[src/rtl/vga_timing_rx_if.sv]
// vga_timing_rx_if: video input stream plus recovered pixel and timing outputs
interface vga_timing_rx_if;
    logic        vga_hs, vga_vs, vga_en;
    logic [7:0]  vga_r, vga_g, vga_b;
    logic        pix_valid, sof, eol, locked;
    logic [10:0] pix_x, pix_y, h_total, h_active, v_total, v_active;
    logic [23:0] pix_rgb;
    logic [2:0]  mode;
    modport master (
        output vga_hs, vga_vs, vga_en, vga_r, vga_g, vga_b,
        input  pix_valid, sof, eol, locked, pix_x, pix_y, pix_rgb,
        input  h_total, h_active, v_total, v_active, mode
    );
    modport slave (
        input  vga_hs, vga_vs, vga_en, vga_r, vga_g, vga_b,
        output pix_valid, sof, eol, locked, pix_x, pix_y, pix_rgb,
        output h_total, h_active, v_total, v_active, mode
    );
endinterface

[src/rtl/vga_timing_rx.sv]
// vga_timing_rx: VGA receiver recovering pixel coordinates, timing measurements and lock
module vga_timing_rx #(
    parameter int LOCK_FRAMES = 2
) (
    input  logic vga_clk,
    input  logic rst_n,
    vga_timing_rx_if.slave bus
);
    typedef enum logic [1:0] {UNLOCKED, CHECK, LOCKED} state_t;
    state_t      state, state_nxt;
    logic        hs1, vs1, en1, hs1_d, vs1_d, en1_d;
    logic        hs_fall, vs_fall, en_fall, same, timeout;
    logic [23:0] rgb1;
    logic [10:0] line_cnt, en_cnt, hs_cnt, de_cnt, y_nxt;
    logic [11:0] idle_cnt;
    logic [43:0] meas, snap, dims;
    logic [7:0]  match_cnt;

    function automatic logic [10:0] inc(input logic [10:0] v);
        return v == 11'h7ff ? v : v + 11'd1;
    endfunction

    assign hs_fall = hs1_d & ~hs1;
    assign vs_fall = vs1_d & ~vs1;
    assign en_fall = en1_d & ~en1;
    assign y_nxt   = vs_fall ? 11'd0 : en_fall ? inc(bus.pix_y) : bus.pix_y;
    // v counts are compared before they land in v_total/v_active
    assign meas    = {bus.h_total, bus.h_active, hs_cnt, de_cnt};
    assign dims    = {bus.h_total, bus.h_active, bus.v_total, bus.v_active};
    assign same    = meas == snap;
    assign timeout = idle_cnt == 12'hfff || (hs_fall && !vs_fall && hs_cnt == 11'h7ff);

    always_ff @(posedge vga_clk or negedge rst_n) begin
        if (!rst_n) begin
            {hs1, vs1, en1, hs1_d, vs1_d, en1_d} <= 6'b110110;
            rgb1 <= '0;
        end else begin
            {hs1, vs1, en1} <= {bus.vga_hs, bus.vga_vs, bus.vga_en};
            {hs1_d, vs1_d, en1_d} <= {hs1, vs1, en1};
            rgb1 <= {bus.vga_r, bus.vga_g, bus.vga_b};
        end
    end

    // eol looks one pixel ahead at the raw enable to flag the last pixel in time
    always_ff @(posedge vga_clk or negedge rst_n) begin
        if (!rst_n) begin
            {bus.pix_valid, bus.sof, bus.eol} <= '0;
            bus.pix_x   <= '0;
            bus.pix_y   <= '0;
            bus.pix_rgb <= '0;
        end else begin
            bus.pix_valid <= en1;
            bus.pix_rgb   <= rgb1;
            bus.pix_x     <= (en1 && en1_d) ? inc(bus.pix_x) : 11'd0;
            bus.pix_y     <= y_nxt;
            bus.sof       <= en1 && !en1_d && y_nxt == 11'd0;
            bus.eol       <= en1 && !bus.vga_en;
        end
    end

    always_ff @(posedge vga_clk or negedge rst_n) begin
        if (!rst_n) begin
            {line_cnt, en_cnt, hs_cnt, de_cnt} <= '0;
            idle_cnt <= '0;
            {bus.h_total, bus.h_active, bus.v_total, bus.v_active} <= '0;
        end else begin
            line_cnt     <= hs_fall ? 11'd1 : inc(line_cnt);
            idle_cnt     <= hs_fall ? 12'd0 : idle_cnt == 12'hfff ? idle_cnt : idle_cnt + 12'd1;
            en_cnt       <= en_fall ? 11'd0 : en1 ? inc(en_cnt) : en_cnt;
            bus.h_total  <= hs_fall ? line_cnt : bus.h_total;
            bus.h_active <= en_fall ? en_cnt : bus.h_active;
            bus.v_total  <= vs_fall ? hs_cnt : bus.v_total;
            bus.v_active <= vs_fall ? de_cnt : bus.v_active;
            hs_cnt <= vs_fall ? {10'd0, hs_fall} : hs_fall ? inc(hs_cnt) : hs_cnt;
            de_cnt <= vs_fall ? {10'd0, en_fall} : en_fall ? inc(de_cnt) : de_cnt;
        end
    end

    always_ff @(posedge vga_clk or negedge rst_n) begin
        if (!rst_n) state <= UNLOCKED;
        else state <= state_nxt;
    end

    always_comb begin
        state_nxt = timeout ? UNLOCKED : !vs_fall ? state :
                    (state == UNLOCKED || !same) ? CHECK :
                    (state == LOCKED || int'(match_cnt) + 1 >= LOCK_FRAMES - 1) ? LOCKED : CHECK;
    end

    always_ff @(posedge vga_clk or negedge rst_n) begin
        if (!rst_n) begin
            snap      <= '0;
            match_cnt <= '0;
        end else if (vs_fall && !timeout) begin
            snap      <= (state == UNLOCKED || !same) ? meas : snap;
            match_cnt <= (state == UNLOCKED || !same) ? 8'd0 :
                         state == CHECK ? match_cnt + 8'd1 : match_cnt;
        end
    end

    always_comb begin
        bus.locked = state == LOCKED;
        bus.mode   = state != LOCKED ? 3'd0 :
                     dims == {11'd800, 11'd640, 11'd525, 11'd480} ? 3'd1 :
                     dims == {11'd1056, 11'd800, 11'd628, 11'd600} ? 3'd2 :
                     dims == {11'd1344, 11'd1024, 11'd806, 11'd768} ? 3'd3 :
                     dims == {11'd1688, 11'd1280, 11'd1066, 11'd1024} ? 3'd4 : 3'd7;
    end
endmodule

[src/flat_wrapper.sv]
// flat-port wrapper written by rule: the top's interface ports become plain ports
module vga_timing_rx_flat 
#(
    parameter int LOCK_FRAMES = 2
)
  (vga_clk, rst_n, bus_vga_hs, bus_vga_vs, bus_vga_en, bus_vga_r, bus_vga_g, bus_vga_b, bus_pix_valid, bus_sof, bus_eol, bus_locked, bus_pix_x, bus_pix_y, bus_pix_rgb, bus_h_total, bus_h_active, bus_v_total, bus_v_active, bus_mode);
  vga_timing_rx_if bus_i ();
  input  logic vga_clk;
  input  logic rst_n;
  input wire logic [$bits(bus_i.vga_hs)-1:0] bus_vga_hs;
  input wire logic [$bits(bus_i.vga_vs)-1:0] bus_vga_vs;
  input wire logic [$bits(bus_i.vga_en)-1:0] bus_vga_en;
  input wire logic [$bits(bus_i.vga_r)-1:0] bus_vga_r;
  input wire logic [$bits(bus_i.vga_g)-1:0] bus_vga_g;
  input wire logic [$bits(bus_i.vga_b)-1:0] bus_vga_b;
  output wire logic [$bits(bus_i.pix_valid)-1:0] bus_pix_valid;
  output wire logic [$bits(bus_i.sof)-1:0] bus_sof;
  output wire logic [$bits(bus_i.eol)-1:0] bus_eol;
  output wire logic [$bits(bus_i.locked)-1:0] bus_locked;
  output wire logic [$bits(bus_i.pix_x)-1:0] bus_pix_x;
  output wire logic [$bits(bus_i.pix_y)-1:0] bus_pix_y;
  output wire logic [$bits(bus_i.pix_rgb)-1:0] bus_pix_rgb;
  output wire logic [$bits(bus_i.h_total)-1:0] bus_h_total;
  output wire logic [$bits(bus_i.h_active)-1:0] bus_h_active;
  output wire logic [$bits(bus_i.v_total)-1:0] bus_v_total;
  output wire logic [$bits(bus_i.v_active)-1:0] bus_v_active;
  output wire logic [$bits(bus_i.mode)-1:0] bus_mode;
  assign bus_i.vga_hs = bus_vga_hs;
  assign bus_i.vga_vs = bus_vga_vs;
  assign bus_i.vga_en = bus_vga_en;
  assign bus_i.vga_r = bus_vga_r;
  assign bus_i.vga_g = bus_vga_g;
  assign bus_i.vga_b = bus_vga_b;
  assign bus_pix_valid = bus_i.pix_valid;
  assign bus_sof = bus_i.sof;
  assign bus_eol = bus_i.eol;
  assign bus_locked = bus_i.locked;
  assign bus_pix_x = bus_i.pix_x;
  assign bus_pix_y = bus_i.pix_y;
  assign bus_pix_rgb = bus_i.pix_rgb;
  assign bus_h_total = bus_i.h_total;
  assign bus_h_active = bus_i.h_active;
  assign bus_v_total = bus_i.v_total;
  assign bus_v_active = bus_i.v_active;
  assign bus_mode = bus_i.mode;
  vga_timing_rx #(.LOCK_FRAMES(LOCK_FRAMES)) u_core (.vga_clk(vga_clk), .rst_n(rst_n), .bus(bus_i));
endmodule
[config.mk]
export PLATFORM = sky130hd
export DESIGN_NAME = vga_timing_rx_flat
export DESIGN_NICKNAME = d
export VERILOG_FILES = /design/src/rtl/vga_timing_rx_if.sv /design/src/rtl/vga_timing_rx.sv /design/src/flat_wrapper.sv
export SDC_FILE = /design/constraint.sdc
export NUM_CORES = 1
export LEC_CHECK = 0
export BUFFER_PORTS_ARGS = -buffer_cell sky130_fd_sc_hd__buf_2
export CELL_PAD_IN_SITES_DETAIL_PLACEMENT = 1
export CELL_PAD_IN_SITES_GLOBAL_PLACEMENT = 2
export CORE_MARGIN = 3
export CORE_UTILIZATION = 38
export CTS_CLUSTER_SIZE = 8
export DETAILED_ROUTE_END_ITERATION = 8
export PLACE_DENSITY_LB_ADDON = 0.1
export SYNTH_ARGS = -nofsm -noshare
export SYNTH_HDL_FRONTEND = slang
export SYNTH_SLANG_ARGS = --single-unit
[constraint.sdc]
create_clock -name vga_clk -period 2.4 [get_ports vga_clk]
set_input_delay 0.48 -clock vga_clk [delete_from_list [all_inputs] [get_ports vga_clk]]
set_output_delay 0.48 -clock vga_clk [all_outputs]
set_load 0.1 [all_outputs]
Word-level counts from Yosys, hierarchy flattened
Cells that the tools add are included.
{"block": "classes", "n_addsub": 9, "multipliers": 0, "div": 0, "magnitude_cmp": 1, "eq_ne": 21, "shift": 0, "muxes": 29, "n_bitwise": 6, "reduce_logical": 27}
{"cell": "$mux W11", "count": 16}
{"cell": "$eq A44 B44 Y1 const B", "count": 3}
{"cell": "$add A11 B1 Y11 const B", "count": 6}
{"cell": "$eq A11 B11 Y1 const B", "count": 6}
{"cell": "$eq A44 B43 Y1 const B", "count": 1}
{"cell": "$eq A44 B44 Y1", "count": 1}
{"cell": "$ge A32 B2 Y1 const B", "count": 1}
{"cell": "$mux W12", "count": 2}
{"cell": "$mux W8", "count": 2}
{"cell": "$add A12 B1 Y12 const B", "count": 1}
{"cell": "$eq A12 B12 Y1 const B", "count": 1}
{"cell": "$mux W3", "count": 4}
{"cell": "$logic_not A11 Y1", "count": 1}
{"cell": "$mux W2", "count": 5}
{"cell": "$ne A2 B1 Y1 const B", "count": 5}
{"cell": "$reduce_and A2 Y1", "count": 5}
{"cell": "$reduce_bool A2 Y1", "count": 5}
{"cell": "$add A8 B1 Y9 const B", "count": 1}
{"cell": "$add A8 B1 Y8 const B", "count": 1}
{"cell": "$logic_and A1 B1 Y1", "count": 7}
{"cell": "$logic_not A1 Y1", "count": 5}
{"cell": "$ne A2 B2 Y1 const B", "count": 2}
{"cell": "$and A1 B1 Y1", "count": 3}
{"cell": "$logic_or A1 B1 Y1", "count": 3}
{"cell": "4 further kinds", "count": 6}
{"block": "word_totals", "reg_bits": 232, "latchBits": 0, "ram_bits": 0, "rom_bits": 0, "in_bits": 29, "output_inout_bits": 97, "mem_count": 0}

Logic depth before layout (Yosys ltp)
{"block": "logic_depth", "word_depth": 9, "ltp_mapped": 8, "ltp_nobuf": 7}

Worst setup path after synthesis
OpenSTA, ideal clock, no wires.
{"block": "synth_path", "kind": "reg2out", "start": "register u_core.bus.h_active[6]", "end": "output port bus_mode[0]", "arrival_ns": 4.516, "required_time_ns": 1.920, "slack_ns": -2.596, "path_stages_with_launch": 7, "n_path_buf": 0, "path_cell_list": "dfrtp_1 > nand4bb_1 > nor4_1 > and4b_1 > nand4_1 > nor3_1 > nor4_1"}
{"block": "synth_via", "elab_chain_cells": 6}
{"item": "start, declared", "line": "vga_timing_rx_if.sv:17", "source": "output h_total, h_active, v_total, v_active, mode"}
{"item": "start signal, assigned", "line": "vga_timing_rx.sv:71", "source": "bus.h_active <= en_fall ? en_cnt : bus.h_active;"}
{"item": "$eq A44 B44 Y1", "line": "vga_timing_rx.sv:107", "source": "dims == {11'd1688, 11'd1280, 11'd1066, 11'd1024} ? 3'd4 : 3'd7;"}
{"item": "$mux W2", "line": "vga_timing_rx.sv:107"}
{"item": "$mux W3", "line": "vga_timing_rx.sv:106", "source": "dims == {11'd1344, 11'd1024, 11'd806, 11'd768} ? 3'd3 :"}
{"item": "$mux W3", "line": "vga_timing_rx.sv:105", "source": "dims == {11'd1056, 11'd800, 11'd628, 11'd600} ? 3'd2 :"}
{"item": "$mux W3 (*)", "line": "vga_timing_rx.sv:104", "source": "dims == {11'd800, 11'd640, 11'd525, 11'd480} ? 3'd1 :"}
{"item": "$mux W3 (*)", "line": "vga_timing_rx.sv:103", "source": "bus.mode = state != LOCKED ? 3'd0 :"}
{"item": "end, declared", "line": "flat_wrapper.sv:27", "source": "output wire logic [$bits(bus_i.mode)-1:0] bus_mode;"}
Mark *: on every way between the ends. The rest lies on a longest branch, timed or not.

Worst setup path in the final report
{"block": "layout_path", "start": "register u_core.bus.h_total[0]", "end": "output port bus_mode[0]"}
{"block": "layout_via", "elab_chain_cells": 6}
{"item": "start, declared", "line": "vga_timing_rx_if.sv:17"}
{"item": "start signal, assigned", "line": "vga_timing_rx.sv:70", "source": "bus.h_total <= hs_fall ? line_cnt : bus.h_total;"}
{"item": "$eq A44 B44 Y1", "line": "vga_timing_rx.sv:107"}
{"item": "$mux W2", "line": "vga_timing_rx.sv:107"}
{"item": "$mux W3", "line": "vga_timing_rx.sv:106"}
{"item": "$mux W3", "line": "vga_timing_rx.sv:105"}
{"item": "$mux W3 (*)", "line": "vga_timing_rx.sv:104"}
{"item": "$mux W3 (*)", "line": "vga_timing_rx.sv:103"}
Marked as above.

==> out/metrics.cfg <==
[status]
outcome = finished, violations left
failing_checks = setup timing

[worst_setup_path]
timing.critical_path.arrival_ps = 2450
cp_common_cell = buf_4
critical_path_required_ps = 1920
critical-path-max-stage-delay_ps = 540
family_with_the_most_delay_on_the_worst_path = simple AND/OR/NAND/NOR gates
path_buf_inv = 3
worstSetupEndpointType = output port
start_kind = register
critPathKind = register to output port
path_cells = or4_4 -> nor3_4 -> buf_4 -> nand4_1 -> nor3_2 -> buf_4 -> nor4_4 -> buf_6
path_max_fanout = 2
crit_path_top_delay_cell = or4_4

[synthesis]
synth-main-ff-cell = dfrtp_1
ys_seq_elements = 232
synth-async-reset-ratio_pct = 100
synth_fp_nets = 974
synth.cell_area_um2 = 10300
synth.area.top_cells = dfrtp_1 (56%), nand2_1 (6.5%), mux2_4 (5.9%)
yosysWarnings = 0
synth_cells = 936
yosys.area.top_type = dfrtp_1
sequential_element_share_of_the_synthesized_area_pct = 56.6
synth-edff-count = 0
yosysTopAreaCellShare_pct = 55.6
syn-mean-instance-area_um2 = 11.0
synthDistinctLibCells = 63

[sta]
post-route-period-util_pct = 122
hold_violations = 0
slew_headroom_pct = 62.0
tightest_slew_ps = 564
final_critical_path_setup_slack_ps = -529
rsz0062_at_grt = true
fin_crit_ps = 2930
slew_violations = 0
worst_clock_skew_ps = 8.65
fmax_ghz = 0.341
whs_ps = 77.3
setup-violations-final = 47

[clocking]
clock_tree_from_tritoncts = built
cts.root.buffer_cell = clkbuf_16
cts.path.max_buffers = 3
cts.sink_count = 232
cts_buffers = 34
h-tree-depth = 2
path_clk_slew_ps = 50
insertion_delay_ps = 500

[place]
finalWeightedCongestion = 0.802
dp.cells = 1464
hpwlAfterDp_mm = 20.9
post-place-ws_ps = -294
portBuffers = 125

[global_routing]
first_pass_grt_wire_length_mm = 48.3
groute.usage.overall_pct = 21.2
grt_max_degree = 68
grt_antenna_before_repair = 0
grt_pass1_vias = 8556
grt_remaining_overflow = 0

[power]
cellLeakagePower_nw = 6.46
power_per_cell_area_nw_per_um2 = 823
ir_drop_uv = 530

[route]
initialDrtViolationCount = 435
routed_wire_per_std_cell_um = 19.5
detail-route-antenna-nets = 0
route.met2.wl_mm = 14.6
drc_violation_count_after_routing = 0
routed_wl_mm = 29.9
routed-wl-met3_mm = 1.29
top_layer_used = met4
vias_per_cell = 5.17
via_count = 7934
routed_length_on_met1_mm = 13.5
detailedRoute.firstPassIterationCount = 5

[cells_and_area]
num_antenna_cells = 0
post_layout_nonfiller_instances = 1535
fraction_of_final_layout_cells_sized_beyond_drive_strength_1_pct = 34.3
most-common-layout-cells = nand2_1 (178), dfrtp_1 (176), buf_2 (121), buf_4 (100), nor2_1 (83)
area.growth.synth_to_final_pct = 31.3
final_net_count = 1217
mostFrequentLayoutCell = nand2_1
post-route-util_pct = 51.3

[min_path]
min-delay-path-class = input port to register

[flow_run]
cap_viol_max_count = 0

[floorplanning]
fp-row-count = 59
floorplan.io_pins = 126
fp.dieH_um = 170
die_w_um = 170
initial_core_utilization_pct = 39.1
fp.dieArea_um2 = 29000
placeableCoreArea_um2 = 26300

[synthesized netlist by cell type, types with 4 or more instances]
library cell and number:
a41oi_1 5, xnor2_1 55, a21oi_1 16, dfrtp_1 228, buf_1 5, mux2_4 40, o21ai_0 20, nor4b_1 5
mux2i_1 7, nor2_1 85, nand3_1 34, nand2_1 178, o31ai_1 5, and3_1 16, and4_1 7, nand2b_1 7
nand4_1 24, a211oi_1 5, nor2b_1 6, clkbuf_1 23, nand4b_1 4, xor2_1 32, nor3_1 22, ha_1 9
a22oi_1 4, inv_1 12, dfstp_2 4, mux2_2 4, nor4_1 10, buf_12 4, o22ai_1 4, o211ai_1 6
[per-stage QoR]
step	power, W	TNS [ps]	cell area (um2)
after CTS	0.0112	-6030	13400
final	0.0111	-7180	13500
after global routing	0.0116	-12010	13500
after global placement	0.00650	-5910	12100
after detailed placement	0.00654	-8170	12100
after floorplan	0.00585	-1250	10400
[cell families (layout without fill, tap and decap cells)]
family / after synthesis / in the layout / share of synthesized area (%)
buffers and inverters: 49 / 313 / 2.61
multiplexers: 51 / 51 / 6.97
XOR/XNOR: 87 / 87 / 7.42
adder cells (fa/ha/maj): 9 / 9 / 1.10
AND/OR/NAND/NOR: 420 / 420 / 19.5
flip-flops: 232 / 232 / 56.6
AO/OA/AOI/OAI: 88 / 88 / 5.84
[final timing paths]
| check | from | to | slack, ps | cells past startpoint |
|---|---|---|---|---|
| max | u_core.bus.h_total[0] | bus_mode[0] | -530 | 8 |
| min | bus_vga_hs | u_core.hs1 | 80 | 1 |
| max reg2reg | u_core.bus.h_active[6] | u_core.snap[41] | -180 | 10 |
| min reg2reg | u_core.rgb1[12] | u_core.bus.pix_rgb[12] | 340 | 0 |
| max in group asynchronous | rst_n | u_core.hs1 | 1170 | 3 |
| min in group asynchronous | rst_n | u_core.bus.pix_rgb[20] | 530 | 2 |
[worst reg2reg max path: stages, from the launching register on]
cell and delay [ps]:
dfrtp_4 470, buf_6 120, buf_6 120, xnor2_2 130
nand4_1 170, nor4_4 340, nand3_2 180, o21ai_4 270
buf_6 190, clkbuf_16 170, mux2_4 290
[where the power goes]
part	total, W	internal (W)	switching [W]
clock	0.00445	0.00271	0.00175
sequential	0.00446	0.00421	0.000253
combinational	0.00217	0.000693	0.00148
[timing repair]
action,in CTS,in global routing
gates cloned,2,2
buffers inserted,9,5
pin swaps,16,10
endpoints found under the hold margin,57,0
endpoints found under the setup margin,49,49
resized for setup,48,9
hold buffers,1,0
[flip-flops by register name, summed over array words and instances (netlist names), 2 cells and up]
name,count
u_core.idle_cnt,12
u_core.state,2
u_core.line_cnt,11
u_core.bus.pix_y,11
u_core.bus.pix_rgb,24
u_core.bus.h_total,11
u_core.snap,44
u_core.rgb1,24
u_core.de_cnt,11
u_core.bus.v_total,11
u_core.match_cnt,8
u_core.bus.pix_x,11
u_core.bus.v_active,11
u_core.en_cnt,11
u_core.hs_cnt,11
u_core.bus.h_active,11
[routing by layer]
metal,track usage (%),vias up
met5,0,-
met4,5.04,0
li1,-,3718
met3,3.88,39
met1,28.4,4026
met2,35.8,151
[cell type report]
cell class	count	area, um2
multi-input combinational	655	4410
inverter	12	45.0
clock buffer	55	951
fill	2892	12800
sequential	232	5880
tap	335	419
clock inverter	2	28.8
timing repair buffer	244	1750
Note: power is estimated with default switching activity, not from simulation.
